**src/rtl/pipe_clk_ctrl_if.sv**
```systemverilog
// pipe_clk_ctrl_if: debug/control bus between the control side (master) and the pipeline clock-enable controller (slave)
//   div_ratio          enable period minus one
//   run/halt/step_req  one-cycle debug request pulses
//   stall_in           hazard stall, defers the pending enable
//   pipe_ce            one-cycle enable strobe to the pipeline registers
//   step_done          pulse coincident with the pipe_ce of a completed step
//   halted, state      current run state (HALT=00, RUN=01, STEP=10)
//   ce_count           pipe_ce pulses since reset, wraps modulo 2^32
interface pipe_clk_ctrl_if #(parameter int DIV_W = 8);
  logic [DIV_W-1:0] div_ratio;
  logic run_req, halt_req, step_req, stall_in;
  logic pipe_ce, step_done, halted;
  logic [1:0] state;
  logic [31:0] ce_count;
  modport master (output div_ratio, run_req, halt_req, step_req, stall_in,
                  input pipe_ce, step_done, halted, state, ce_count);
  modport slave (input div_ratio, run_req, halt_req, step_req, stall_in,
                 output pipe_ce, step_done, halted, state, ce_count);
endinterface

```
**src/rtl/pipe_clk_ctrl.sv**
```systemverilog
// pipe_clk_ctrl: clock-enable controller pacing the pipeline with a divider, hazard stalls and debug run/halt/step
//   clk_in  single system clock
//   rst_n   synchronous active-low reset
//   bus     control/status interface (slave side)
module pipe_clk_ctrl #(
  parameter int DIV_W = 8,
  parameter bit START_RUN = 1'b1
) (
  input logic clk_in,
  input logic rst_n,
  pipe_clk_ctrl_if.slave bus
);
  typedef enum logic [1:0] {HALT = 2'b00, RUN = 2'b01, STEP = 2'b10} state_t;
  state_t state_q, state_d;
  logic [DIV_W-1:0] cnt;
  logic tick, ce_d, done_d;
  // >= rather than == so that lowering div_ratio below cnt ticks at once instead of wrapping
  assign tick = (state_q != HALT) && (cnt >= bus.div_ratio);
  always_ff @(posedge clk_in) begin
    if (!rst_n) begin
      state_q <= START_RUN ? RUN : HALT;
      cnt <= '0;
      bus.pipe_ce <= 1'b0;
      bus.step_done <= 1'b0;
      bus.ce_count <= '0;
    end else begin
      state_q <= state_d;
      // cnt holds on a stalled tick so the tick repeats until the stall clears
      cnt <= (state_q == HALT || state_d == HALT) ? '0 :
             tick ? (bus.stall_in ? cnt : '0) : cnt + 1'b1;
      bus.pipe_ce <= ce_d;
      bus.step_done <= done_d;
      bus.ce_count <= bus.ce_count + {31'b0, ce_d};
    end
  end
  always_comb begin
    state_d = bus.halt_req ? HALT :
              state_q == HALT ? (bus.run_req ? RUN : bus.step_req ? STEP : HALT) :
              state_q == RUN ? RUN :
              bus.run_req ? RUN : (tick && !bus.stall_in) ? HALT : STEP;
  end
  always_comb begin
    ce_d = tick && !bus.stall_in && !bus.halt_req;
    done_d = (state_q == STEP) && !bus.run_req && ce_d;
  end
  assign bus.state = state_q;
  assign bus.halted = (state_q == HALT);
endmodule

```
**src/flat_wrapper.sv**
```systemverilog
// flat-port wrapper written by rule: the top's interface ports become plain ports
module pipe_clk_ctrl_flat 
#(
  parameter int DIV_W = 8,
  parameter bit START_RUN = 1'b1
)
  (clk_in, rst_n, bus_div_ratio, bus_run_req, bus_halt_req, bus_step_req, bus_stall_in, bus_pipe_ce, bus_step_done, bus_halted, bus_state, bus_ce_count);
  pipe_clk_ctrl_if #(.DIV_W(DIV_W)) bus_i ();
  input logic clk_in;
  input logic rst_n;
  input wire logic [$bits(bus_i.div_ratio)-1:0] bus_div_ratio;
  input wire logic [$bits(bus_i.run_req)-1:0] bus_run_req;
  input wire logic [$bits(bus_i.halt_req)-1:0] bus_halt_req;
  input wire logic [$bits(bus_i.step_req)-1:0] bus_step_req;
  input wire logic [$bits(bus_i.stall_in)-1:0] bus_stall_in;
  output wire logic [$bits(bus_i.pipe_ce)-1:0] bus_pipe_ce;
  output wire logic [$bits(bus_i.step_done)-1:0] bus_step_done;
  output wire logic [$bits(bus_i.halted)-1:0] bus_halted;
  output wire logic [$bits(bus_i.state)-1:0] bus_state;
  output wire logic [$bits(bus_i.ce_count)-1:0] bus_ce_count;
  assign bus_i.div_ratio = bus_div_ratio;
  assign bus_i.run_req = bus_run_req;
  assign bus_i.halt_req = bus_halt_req;
  assign bus_i.step_req = bus_step_req;
  assign bus_i.stall_in = bus_stall_in;
  assign bus_pipe_ce = bus_i.pipe_ce;
  assign bus_step_done = bus_i.step_done;
  assign bus_halted = bus_i.halted;
  assign bus_state = bus_i.state;
  assign bus_ce_count = bus_i.ce_count;
  pipe_clk_ctrl #(.DIV_W(DIV_W), .START_RUN(START_RUN)) u_core (.clk_in(clk_in), .rst_n(rst_n), .bus(bus_i));
endmodule
```
**config.mk**
```make
export PLATFORM = sky130hd
export DESIGN_NAME = pipe_clk_ctrl_flat
export DESIGN_NICKNAME = d
export VERILOG_FILES = /design/src/rtl/pipe_clk_ctrl_if.sv /design/src/rtl/pipe_clk_ctrl.sv /design/src/flat_wrapper.sv
export SDC_FILE = /design/constraint.sdc
export NUM_CORES = 1
export LEC_CHECK = 0
export BUFFER_PORTS_ARGS = -buffer_cell sky130_fd_sc_hd__buf_2
export CAP_MARGIN = 20
export CORE_UTILIZATION = 35
export DETAILED_ROUTE_END_ITERATION = 6
export PLACE_DENSITY_LB_ADDON = 0.2
export SKIP_LAST_GASP = 1
export SLEW_MARGIN = 20
export SYNTH_ARGS = -nofsm -noshare
export SYNTH_HDL_FRONTEND = slang
export SYNTH_SLANG_ARGS = --single-unit
export TNS_END_PERCENT = 20
```
**constraint.sdc**
```tcl
create_clock -name clk_in -period 3.2 [get_ports clk_in]
set_input_delay 0.48 -clock clk_in [delete_from_list [all_inputs] [get_ports clk_in]]
set_output_delay 0.48 -clock clk_in [all_outputs]
set_load 0.03 [all_outputs]
```
==> results of run 1 <==
state kept, by name, summed over array words and instances, names as in the netlist:
| signal | flops |
|---|---|
| u_core.bus.pipe_ce | 1 |
| u_core.cnt | 8 |
| u_core.bus.step_done | 1 |
| u_core.bus.ce_count | 32 |
| u_core.bus.state | 2 |
synthesized netlist by cell type (all sizes together):
library cell	n
a2111oi	1
a21boi	2
a21oi	9
a2bb2oi	1
a311o	1
a31oi	2
and2	25
and3	8
and4	4
buf	2
clkbuf	3
dfxtp	44
ha	12
inv	11
nand2	16
nand2b	1
nand3	17
nand3b	4
nand4	6
nor2	14
nor2b	7
nor3	5
nor4	1
o21a	2
o21ai	7
o31a	1
o32ai	1
or2	2
or2b	1
or3	4
xnor2	15
xor2	13
kinds of logic (layout without fill, tap and decap cells):
family,count (synthesis),in the layout
AND/OR/NAND/NOR,115,115
flip-flops,44,44
XOR/XNOR,28,28
AO/OA/AOI/OAI,27,27
buffers and inverters,16,82
adder cells (fa/ha/maj),12,12
critical path, cell delays in order, from the launching register on:
cell and delay (ps):
dfxtp_2 340, inv_1 40, ha_1 260, nand2b_4 120, a2111oi_4 70, o31a_1 290
or2_4 250, nor3_4 200, ha_1 200, and4_1 250, nand4_4 130, nor3_2 300
buf_4 170, nand3_1 80, xor2_1 150, nor2b_1 60
power groups by stage:
stage                     Clock (mW)  Sequential, mW  Combinational [mW]
final                          0.443           0.551              0.0543
after global routing           0.478           0.552              0.0611
after CTS                      0.457           0.551              0.0548
after detailed placement           0           0.564              0.0545
after global placement             0           0.564              0.0540
after floorplan                    0           0.566              0.0306
final cells by class:
type / count / area, sq um / share of cell area
Inverter: 11 / 41.3 / 0.0148
Tap cell: 75 / 93.8 / 0.0336
Multi-Input combinational cell: 182 / 1310 / 0.468
Clock buffer: 5 / 68.8 / 0.0247
Sequential cell: 44 / 885 / 0.317
Timing Repair Buffer: 63 / 352 / 0.126
Clock inverter: 3 / 46.3 / 0.0166
worst max path at each step:
stage / from / endpoint / slack (ps) / cells after the start
global route: u_core.cnt[0] / u_core.bus.ce_count[10] / -7 / 15
detailed placement: bus_div_ratio[0] / u_core.bus.ce_count[30] / -160 / 15
global placement: bus_div_ratio[0] / u_core.bus.ce_count[30] / -120 / 15
CTS: u_core.cnt[0] / u_core.bus.ce_count[30] / 30 / 15
finish: u_core.cnt[0] / u_core.bus.ce_count[27] / 170 / 15
floorplan: bus_div_ratio[3] / u_core.bus.ce_count[14] / 30 / 16
routing by layer:
metal | wire, um | track usage
met4 | 53 | 0.0536
met5 | 0 | 0
met1 | 2230 | 0.183
met2 | 2000 | 0.226
met3 | 207 | 0.0416
per-stage QoR:
stage / utilization / TNS (ps) / instances / instance area, sq um / power, mW
after floorplan: - / 0 / 242 / 2220 / 0.597
after global placement: 0.437 / -688 / 373 / 2620 / 0.618
after detailed placement: 0.437 / -1040 / 373 / 2620 / 0.618
after CTS: 0.456 / 0 / 381 / 2730 / 1.06
after global routing: 0.466 / -6.51 / 383 / 2790 / 1.09
final: 0.466 / 0 / 383 / 2790 / 1.05
timing repair:
item | 4_1_cts | 5_1_grt
endpoints found under the setup margin | 0 | 18
gates resized for setup | 0 | 14
setup buffers | 0 | 2
==> metrics.csv, run 1 <==
stage,metric,value,unit
timing,RSZ-0062 raised after global routing,yes,
clock_network,H-tree depth,2,
timing,fmax,0.331,GHz
pwr,LEAKAGE,1.27,nW
critical_path,FF-to-FF setup slack,170,ps
timing,Final WS setup,175,ps
critical_path,Worst Path Required,3400,ps
layout,Ant. Diodes,0,
logic_synthesis,Syn Std Cell Area,2200,sq um
placement,gpl congestion,0.709,
timing,final setup fails,0,
pwr,Int Pwr,0.810,mW
critical_path,worst r2r dst,u_core.bus.ce_count[27],
logic_synthesis,synthesized flop and latch total,44,
min_path,Hold EP,u_core.bus.step_done,
clock_network,clk sinks,44,
drt,Avg Vias per Cell,4.75,
timing,Tcrit/Tclk final,0.945,
layout,Layout area overhead,26.8,%
critical_path,CP Launch Type,flop,
logic_synthesis,library cells used by synthesis,39,
clock_network,CTS Hold Buffers Added,0,
critical_path,cells on worst reg2reg path,15,
logic_synthesis,largest family of logic cells by synthesized area,simple AND/OR/NAND/NOR gates,
clock_network,"Clk pin slew, worst setup/hold paths",90,ps
drt,DR vias,1820,
layout,"commonest non-fill, non-tap cell in the layout",buf_2,
clock_network,clock buffer depth,2,
layout,Post-layout nets,333,
min_path,Hold Path Stages,2,
logic_synthesis,complex-gate fraction of the synthesized area,0.0881,
floorplan,area of the core,5990,sq um
pwr,combinational group share of total power,0.052,
clock_network,CTS tree,yes,
critical_path,reg2reg start,u_core.cnt[0],
logic_synthesis,syn avg cell area,9.10,sq um
critical_path,CP max FO,3,
logic_synthesis,xor/xnor share of the synthesized area,0.111,
placement,HPWL Detailed,3300,um
global_routing,first-pass GRT wire length,7250,um
timing,relative slew slack,0.596,
logic_synthesis,Syn Inst Count,242,
floorplan,Initial Util,0.368,
floorplan,Die Height,81.3,um
global_routing,Congestion Overflow GR,0,
timing,final hold viol count,0,
timing,worst-margin pin slew,606,ps
pwr,clock network power share,0.422,
critical_path,Crit Path Category,reg -> reg,
logic_synthesis,Post-Synth Adder-Cell Area,0.0682,
pwr,Switch Pwr,0.238,mW
timing,Post-Route Skew,5.22,ps
pwr,PwrDens,376,nW/um^2
run,max-cap violations,0,
drt,drt wl/cell,11.7,um
floorplan,die area,6610,sq um
global_routing,number of global-route vias before repair,1632,
clock_network,Clock Tree Root,clkbuf_8,
drt,# DRC,0,
global_routing,Tot GR Track Use,0.143,
logic_synthesis,Syn Nets,268,
timing,"Slew Viols, Final",0,
pwr,Switching Fraction,0.228,
timing,fin crit period,3030,ps
placement,PortBufs,50,
clock_network,CTS buffer count,5,
logic_synthesis,dominant cells by area after synthesis,"dfxtp_1 (40%), and2_1 (6.8%), ha_1 (6.8%), xnor2_1 (6.0%), xor2_1 (5.2%)",
min_path,hold path start,bus_run_req,
logic_synthesis,Yosys top cell area share,0.400,
timing,Hold Slack,381,ps
critical_path,crit end category,flop,
floorplan,I/O pin count,51,
logic_synthesis,Yosys Warn Count,0,
global_routing,largest net degree at the start of global routing,35,
layout,layout cells sized above 1,0.302,
logic_synthesis,largest area contributor in the synthesized netlist,dfxtp_1,
drt,Detailed Route WL,4490,um
placement,Placement Setup Slack,-159,ps
floorplan,Cell Rows,28,
logic_synthesis,sequential cell area fraction in the yosys report,0.400,
pwr,peak supply drop,0.178,mV
logic_synthesis,Simple-Gate Fraction of Synth Area,0.301,
logic_synthesis,mux contribution to synthesized area,0,
critical_path,Worst EP arrival,3230,ps
floorplan,die width,81.3,um
drt,Antenna Violating Nets Remaining,0,
clock_network,clk_lat worst skew,300,ps
layout,fillers,582,
min_path,Min-Delay Path Class,in -> reg,
pwr,sequential share of power,0.526,
drt,drt pass-1 iters,4,
drt,DRT iter0 DRCs,74,
status,outcome,finished clean,
layout,most frequent cells in the layout,"buf_2 (50), dfxtp_1 (41), and2_1 (24)",
global_routing,initial antenna violation count,0,
Power figures use the tool's default switching activity.
==> inputs of run 2 (changes only) <==
--- a/config.mk
+++ b/config.mk
@@ -9,7 +9,9 @@
 export CAP_MARGIN = 20
 export CORE_UTILIZATION = 35
 export DETAILED_ROUTE_END_ITERATION = 6
+export GPL_TIMING_DRIVEN = 0
 export PLACE_DENSITY_LB_ADDON = 0.2
+export SETUP_SLACK_MARGIN = 0.5
 export SKIP_LAST_GASP = 1
 export SLEW_MARGIN = 20
 export SYNTH_ARGS = -nofsm -noshare
==> run 2 against run 1 <==
Net effect: worst hold slack gained 9.5 ps; maximum frequency is essentially flat; cell count grew 2.1%; non-clock buffer count grew 8; die area is the same; largest cell class unchanged.
==> metrics.csv, run 2 (same netlist as run 1, synthesis figures left out) <==
stage,metric,value,unit
status,outcome,finished clean,
clock_network,clk sinks,44,
floorplan,die width,81.3,um
timing,fmax,0.330,GHz
clock_network,"Clk pin slew, worst setup/hold paths",90,ps
critical_path,crit end category,flop,
drt,Detailed Route WL,4770,um
layout,Largest register FFs,32,
layout,layout cells sized above 1,0.364,
timing,fin crit period,3030,ps
pwr,PwrDens,334,nW/um^2
drt,drt pass-1 iters,4,
clock_network,CTS buffer count,5,
layout,fillers,611,
critical_path,"Slowest-stage cell, CP",dfxtp_2,
critical_path,Worst Path Required,3390,ps
min_path,Min-Delay Path Class,in -> reg,
critical_path,CP Launch Type,flop,
placement,gpl congestion,0.762,
clock_network,clk_lat worst skew,290,ps
critical_path,crit-path most repeated cell,ha_4,
run,max-cap violations,0,
drt,Avg Vias per Cell,4.81,
floorplan,area of the core,5990,sq um
layout,Final Util,0.488,
global_routing,first-pass GRT wire length,8110,um
pwr,LEAKAGE,1.31,nW
placement,PortBufs,50,
critical_path,worst stage delay on the critical path,350,ps
drt,DR vias,1882,
critical_path,Worst EP arrival,3220,ps
critical_path,CP Buf/Inv Count,2,
timing,relative slew slack,0.583,
timing,"Slew Viols, Final",0,
timing,Tcrit/Tclk final,0.946,
drt,DRT iter0 DRCs,55,
critical_path,"delay-heaviest family, CP",simple AND/OR/NAND/NOR gates,
layout,Biggest register,u_core.bus.ce_count,
drt,Antenna Violating Nets Remaining,0,
layout,Ant. Diodes,0,
global_routing,number of global-route vias before repair,1769,
pwr,peak supply drop,0.207,mV
drt,drt wl/cell,12.2,um
layout,most frequent cells in the layout,"buf_2 (51), dfxtp_1 (38), and2_1 (24)",
global_routing,initial antenna violation count,0,
global_routing,Congestion Overflow GR,0,
clock_network,CTS tree,yes,
floorplan,Die Height,81.3,um
critical_path,Crit Path Category,reg -> reg,
layout,area of the multi-input gates,1400,sq um
global_routing,Tot GR Track Use,0.156,
clock_network,Clock Tree Root,clkbuf_8,
clock_network,CTS Hold Buffers Added,0,
floorplan,Cell Rows,28,
floorplan,Initial Util,0.368,
clock_network,H-tree depth,2,
layout,"non-filler cells, final",391,
layout,register area,891,sq um
layout,Layout area overhead,32.8,%
placement,HPWL Detailed,3250,um
timing,RSZ-0062 raised after global routing,yes,
pwr,Design Power,0.977,mW
critical_path,CP max FO,5,
drt,# DRC,0,
timing,Post-Route Skew,6.26,ps
floorplan,I/O pin count,51,
placement,Post-Place Cells,367,
global_routing,largest net degree at the start of global routing,14,
critical_path,crit path cell chain,"ha_4, o21a_1, nor2_2, o31a_1, or2_4, buf_8, nor3_4, ha_2, ha_4, and3_4, nand4_1, buf_6, nor2_4, nand3_2, xnor2_2, and2_1",
clock_network,clock buffer depth,2,
timing,final setup fails,0,
timing,final hold viol count,0,
layout,"commonest non-fill, non-tap cell in the layout",buf_2,
floorplan,die area,6610,sq um
layout,Post-layout nets,341,
timing,worst-margin pin slew,626,ps
[run 2: cell count changes in the layout (fill, tap and decap cells not counted), moves of 2 or more]
cell / previous run / this run
dfxtp_2: 3 / 5
nand3_2: 0 / 3
nand3_1: 17 / 14
ha_4: 0 / 5
inv_2: 0 / 3
dfxtp_1: 41 / 38
clkbuf_1: 0 / 3
ha_1: 10 / 5
buf_4: 12 / 15
clkinv_2: 0 / 2
inv_1: 11 / 8
[run 2: repair_timing]
action	4_1_cts	5_1_grt
hold endpoints to repair	0	0
setup buffers	12	4
endpoints found under the setup margin	27	27
pin swaps	14	3
gates resized for setup	23	2
[run 2: worst register-to-register path: cells and delay by family, from the launching register on]
family	cells	cell delay (ps)
simple gates	8	1110
fa+ha+maj	3	590
compound gates	2	460
flops	1	350
buf+inv	2	290
xor+xnor	1	130
[run 2: stage by stage]
step / setup WS (ps) / cell area (sq um) / TNS (ps) / hold WS [ps]
after floorplan: 64.5 / 2280 / 0 / 477
after CTS: 179 / 2880 / 0 / 375
after detailed placement: -388 / 2620 / -4420 / 489
after global placement: -373 / 2620 / -4240 / 489
final: 172 / 2930 / 0 / 391
after global routing: 19.3 / 2930 / 0 / 392
[run 2: final timing paths]
| kind | from | endpoint | slack [ps] | cells past startpoint |
|---|---|---|---|---|
| worst max-delay path | u_core.cnt[2] | u_core.bus.ce_count[18] | 170 | 16 |
| worst min-delay path | bus_run_req | u_core.bus.step_done | 390 | 2 |
| worst max register to register | u_core.cnt[2] | u_core.bus.ce_count[18] | 170 | 16 |
| worst min register to register | u_core.bus.state[1] | u_core.bus.step_done | 510 | 2 |
[run 2: per-layer routing]
layer  up-vias  global-route usage  share of wire
li1        975                   -              -
met1       872               0.208           0.50
met2        33               0.253           0.46
met3         2              0.0360          0.038
met4         0              0.0375         0.0040
met5         -                   0              0
[run 2: final cells by class]
type	instances	share of cell area
Multi-Input combinational cell	182	0.479
Sequential cell	44	0.305
Timing Repair Buffer	66	0.128
Tap cell	75	0.0321
Clock buffer	6	0.0282
Inverter	11	0.0141
Buffer	5	0.0107
Clock inverter	2	0.00342
[run 2: report_power, final]
part	switching [mW]	leakage (nW)	total [mW]	internal [mW]
Sequential	0.00213	0.358	0.550	0.548
Clock	0.191	0.0510	0.363	0.173
Combinational	0.0332	0.906	0.0628	0.0296
